`config.mk`:
```
export PLATFORM = sky130hd
export DESIGN_NAME = alu_share_arbiter
export DESIGN_NICKNAME = d
export VERILOG_FILES = /design/src/rtl/alu_share_pkg.sv /design/src/rtl/alu_core.sv /design/src/rtl/alu_share_arbiter.sv
export SDC_FILE = /design/constraint.sdc
export NUM_CORES = 1
export LEC_CHECK = 0
export CAP_MARGIN = 20
export CORE_MARGIN = 2
export CORE_UTILIZATION = 51
export CTS_CLUSTER_SIZE = 12
export DETAILED_ROUTE_END_ITERATION = 8
export PLACE_DENSITY = 0.87
export SYNTH_ARGS = -nofsm -noshare
export SYNTH_HDL_FRONTEND = slang
export SYNTH_HIERARCHICAL = 1
export SYNTH_SLANG_ARGS = --single-unit
```
`constraint.sdc`:
```
create_clock -name clk -period 2.6 [get_ports clk]
set_input_delay 0.26 -clock clk [delete_from_list [all_inputs] [get_ports clk]]
set_output_delay 0.26 -clock clk [all_outputs]
set_load 0.005 [all_outputs]
```
`src/rtl/alu_share_pkg.sv`:
```
// Shared types for the two-requester ALU arbiter: opcodes, FSM states, requester ID.
package alu_share_pkg;

  localparam int OPW_DEF = 2;

  typedef enum logic [1:0] {
    OP_AND = 2'b00,
    OP_OR  = 2'b01,
    OP_XOR = 2'b10,
    OP_ADD = 2'b11
  } op_e;

  typedef enum logic [1:0] {
    IDLE = 2'b00,
    EXEC = 2'b01,
    RESP = 2'b10
  } state_e;

  typedef logic id_t;

endpackage

```
`src/rtl/alu_core.sv`:
```
// Combinational N-bit AND/OR/XOR/ADD unit; carry is only meaningful for ADD.
module alu_core
  import alu_share_pkg::*;
#(
  parameter int N   = 4,
  parameter int OPW = OPW_DEF
) (
  input  logic [OPW-1:0] op,
  input  logic [N-1:0]   a,
  input  logic [N-1:0]   b,
  output logic [N-1:0]   result,
  output logic           carry
);

  logic [N:0] sum;

  assign sum = {1'b0, a} + {1'b0, b};

  always_comb begin
    result = '0;
    carry  = 1'b0;
    case (op_e'(op))
      OP_AND: result = a & b;
      OP_OR:  result = a | b;
      OP_XOR: result = a ^ b;
      OP_ADD: begin
        result = sum[N-1:0];
        carry  = sum[N];
      end
      default: result = '0;
    endcase
  end

endmodule

```
`src/rtl/alu_share_arbiter.sv`:
```
// Round-robin share of one alu_core between two valid/ready requesters; one op in flight,
// IDLE -> EXEC -> RESP with a single-cycle tagged response strobe.
module alu_share_arbiter
  import alu_share_pkg::*;
#(
  parameter int N   = 4,
  parameter int OPW = OPW_DEF
) (
  input  logic           clk,
  input  logic           rst,
  input  logic           req0_valid,
  output logic           req0_ready,
  input  logic [OPW-1:0] req0_op,
  input  logic [N-1:0]   req0_a,
  input  logic [N-1:0]   req0_b,
  input  logic           req1_valid,
  output logic           req1_ready,
  input  logic [OPW-1:0] req1_op,
  input  logic [N-1:0]   req1_a,
  input  logic [N-1:0]   req1_b,
  output logic           rsp_valid,
  output logic           rsp_id,
  output logic [N-1:0]   rsp_result,
  output logic           rsp_zero,
  output logic           rsp_carry,
  output logic           busy
);

  state_e         state;
  id_t            last_grant;
  id_t            id_q;
  logic [OPW-1:0] op_q;
  logic [N-1:0]   a_q;
  logic [N-1:0]   b_q;
  logic           grant0;
  logic           grant1;
  logic [N-1:0]   core_result;
  logic           core_carry;

  // On a tie the requester that did not win last time gets the unit.
  always_comb begin
    grant0 = req0_valid && (!req1_valid || last_grant == 1'b1);
    grant1 = req1_valid && !grant0;
  end

  assign req0_ready = (state == IDLE) && grant0;
  assign req1_ready = (state == IDLE) && grant1;
  assign busy       = (state != IDLE);

  alu_core #(.N(N), .OPW(OPW)) u_core (
    .op     (op_q),
    .a      (a_q),
    .b      (b_q),
    .result (core_result),
    .carry  (core_carry)
  );

  always_ff @(posedge clk) begin
    if (rst) begin
      state      <= IDLE;
      last_grant <= 1'b1;
      id_q       <= 1'b0;
      op_q       <= '0;
      a_q        <= '0;
      b_q        <= '0;
      rsp_valid  <= 1'b0;
      rsp_id     <= 1'b0;
      rsp_result <= '0;
      rsp_zero   <= 1'b0;
      rsp_carry  <= 1'b0;
    end else begin
      rsp_valid <= 1'b0;
      case (state)
        IDLE: begin
          if (req0_valid && req0_ready) begin
            op_q       <= req0_op;
            a_q        <= req0_a;
            b_q        <= req0_b;
            id_q       <= 1'b0;
            last_grant <= 1'b0;
            state      <= EXEC;
          end else if (req1_valid && req1_ready) begin
            op_q       <= req1_op;
            a_q        <= req1_a;
            b_q        <= req1_b;
            id_q       <= 1'b1;
            last_grant <= 1'b1;
            state      <= EXEC;
          end
        end
        EXEC: begin
          rsp_valid  <= 1'b1;
          rsp_id     <= id_q;
          rsp_result <= core_result;
          rsp_zero   <= (core_result == '0);
          rsp_carry  <= core_carry;
          state      <= RESP;
        end
        RESP:    state <= IDLE;
        default: state <= IDLE;
      endcase
    end
  end

endmodule

```
==> metrics.md <==
| Metric | Value |
|---|---|
| Nets | `222` |
| Share of layout cells above drive strength 1 | `0.05319` |
| First-pass GRT wire length | `5.050 mm` |
| Max Clock Freq | `0.4931 GHz` |
| Initial Util | `0.5544` |
| Post-CTS Setup Repair Bufs | `0` |
| Storage element area | `440.4 um^2` |
| Largest buffer count on any clock path | `2` |
| Mapped Cells | `159` |
| Total gr overflow | `0` |
| Crit path launch type | `register` |
| Core area | `2255 um^2` |
| Sequential area share after synthesis | `0.3524` |
| Num CTS Buffers | `3` |
| Final setup TNS | `0 ns` |
| Most frequent cells in the layout | `34 x clkdlybuf4s50_1, 22 x dfxtp_1, 20 x nand2_1, 20 x nand3_1, 11 x inv_1` |
| Synth Cell Area | `1250 um^2` |
| Routed WL | `3.004 mm` |
| Antenna violations before repair | `0` |
| Combinational power share | `0.240` |
| Largest net degree at the start of global routing | `23` |
| # diodes | `0` |
| I/O Pins | `35` |
| Pwr Density | `528.0 nW/um^2` |
| Library cells used by synthesis | `32` |
| Number of port buffers | `34` |
| CTS clk-pin slew, worst paths | `0.13 ns` |
| Setup Viol. Count Final | `0` |
| CTS tree | `yes` |
| Vias/cell | `5.593` |
| Leak | `0.5886 nW` |
| DRT Pass-1 Iters | `4` |
| Setup Crit Path Kind | `reg2out` |
| Syn avg cell area | `7.861 um^2` |
| Class of the worst hold path | `reg2reg` |
| Area growth syn-to-layout | `29.43%` |
| Sequential power share | `0.455` |
| DP Wirelength | `2.291 mm` |
| Chip Height | `53.51 um` |
| PostCTS Resize Cnt | `0` |
| Worst Tran Pin Value | `0.7898 ns` |
| Critical path required time | `2.34 ns` |
| Total global-route track usage | `0.2381` |
| Syn_nets | `192` |
| Worst slew margin | `0.4718` |
| Detailed Route Iter0 Violations | `22` |
| Drt drc | `0` |
| Status | `finished, final reports clean` |
| Min Tclk post-route | `2.028 ns` |
| Crit path arrival time | `1.77 ns` |
| Worst Skew | `0.01130 ns` |
| Clk sinks | `22` |
| P_int | `0.6232 mW` |
| Max Transition Viols Final | `0` |
| Most common cell after layout, fill and taps aside | `clkdlybuf4s50_1` |
| Worst hold slack | `0.4649 ns` |
| Routability congestion estimate | `0.8024` |
| Hold_buf cts | `0` |
| YS warnings | `6` |
| Max VDD drop | `0.4399 mV` |
| Multi-input logic area | `693.2 um^2` |
| FP Rows | `17` |
| RSZ-0062 raised after global routing | `no` |
| Vias in the first global route | `1203` |
| Worst setup EP type | `output pin` |
| Final Cycle Share | `0.7800` |
| CTS root buffer | `clkbuf_4` |
| Skew-Pair Late Insertion Delay | `0.31 ns` |
| Clock Power Share | `0.305` |
| Max-cap violations | `0` |
| Die Area | `2863 um^2` |
| Fillers | `199` |
| Sw frac | `0.2704` |
| WL/cell | `13.91 um` |
| Synth Register Bits | `22` |
| Finished Core Util | `0.7175` |
| Post-route ant nets | `0` |
| H-tree levels | `1` |
| Via count | `1208` |
| Die X | `53.51 um` |
| Crit path max fanout | `11` |
| Sw power | `0.2309 mW` |
| Final Hold Viols | `0` |
## cell usage after synthesis
cell type | number | share of area
ha_1 | 8 | 0.080
dfxtp_1 | 22 | 0.35
nor4_1 | 1 | 0.0050
o21ai_0 | 7 | 0.028
o211a_1 | 1 | 0.0080
inv_1 | 11 | 0.033
and2b_1 | 1 | 0.0060
nand2_1 | 20 | 0.060
a211oi_1 | 1 | 0.0060
o211ai_1 | 1 | 0.0060
o21ai_1 | 10 | 0.040
xnor2_1 | 1 | 0.0070
nor3_2 | 1 | 0.0080
clkbuf_1 | 3 | 0.0090
mux2i_1 | 1 | 0.0080
a21oi_1 | 9 | 0.036
a31oi_1 | 10 | 0.050
fa_1 | 1 | 0.016
nand2b_1 | 2 | 0.010
or2_1 | 1 | 0.0050
buf_6 | 3 | 0.027
buf_4 | 2 | 0.012
nand2_2 | 1 | 0.0050
nor2_1 | 5 | 0.015
nor2b_1 | 5 | 0.025
a211o_1 | 1 | 0.0070
buf_2 | 3 | 0.012
nor3b_2 | 2 | 0.020
nand3_1 | 20 | 0.080
and2_1 | 2 | 0.010
or3_1 | 1 | 0.0050
nor3_1 | 2 | 0.0080
## metrics by stage
stage / std cells / area, um^2 / setup slack [ns] / power, mW
floorplan: 159 / 1250 / 0.8675 / 0.5204
global placement: 212 / 1565 / 0.6505 / 0.5864
detailed placement: 212 / 1565 / 0.6031 / 0.5986
CTS: 216 / 1618 / 0.5656 / 0.8541
global route: 216 / 1618 / 0.4309 / 0.8997
finish: 216 / 1618 / 0.5721 / 0.8542
## cells by family (layout without fill, tap and decap cells)
| group | Yosys count | in the layout | synth area share |
|---|---|---|---|
| simple gates | 64 | 64 | 0.2623 |
| compound gates | 40 | 40 | 0.1812 |
| flops | 22 | 22 | 0.3524 |
| buf+inv | 22 | 51 | 0.09308 |
| fa+ha+maj | 9 | 9 | 0.09610 |
| xor+xnor | 1 | 1 | 0.007008 |
| mux | 1 | 1 | 0.008008 |
## critical path: stages (launching register included)
cell and delay [ns]:
dfxtp_1 0.37, nand2b_1 0.35, and2_1 0.23, clkdlybuf4s50_1 0.51
## sequential cells by signal (all words and copies together), names as in the netlist
name and count:
a_q 4, rsp_valid 1, rsp_zero 1, b_q 4, rsp_carry 1, last_grant 1
rsp_result 4, rsp_id 1, state 2, id_q 1, op_q 2
## area by class of cell
cell class                      instances  area share
Multi-Input combinational cell        115      0.4285
Tap cell                               28     0.02166
Clock inverter                          1     0.01856
Clock buffer                            3     0.01392
Timing Repair Buffer                   36      0.2196
Sequential cell                        22      0.2722
Inverter                               11     0.02552
## worst paths after layout
path,cells past startpoint,start,slack (ns),to
setup / recovery,3,last_grant,0.57,req0_ready
hold / removal,2,rsp_result[0],0.46,rsp_result[0]
setup reg to reg,9,a_q[0],0.62,rsp_zero
hold reg to reg,2,rsp_result[0],0.46,rsp_result[0]
## routing by layer
metal | share of wire | wire, um | vias to the layer above | GRT usage
met2 | 0.53 | 1593 | 31 | 0.4300
met5 | 0 | 0 | - | 0
met1 | 0.43 | 1286 | 572 | 0.2852
met3 | 0.037 | 111 | 2 | 0.03390
li1 | - | - | 603 | -
met4 | 0.0040 | 12 | 0 | 0.08120
## power groups by stage
| stage | Clock (mW) | Combinational, mW | Sequential [mW] |
|---|---|---|---|
| final | 0.261 | 0.205 | 0.388 |
| after global placement | 0 | 0.193 | 0.394 |
| after CTS | 0.262 | 0.204 | 0.388 |
| after detailed placement | 0 | 0.203 | 0.396 |
| after global routing | 0.278 | 0.228 | 0.393 |
| after floorplan | 0 | 0.135 | 0.385 |
No activity file was read; power rests on OpenSTA's default activity.
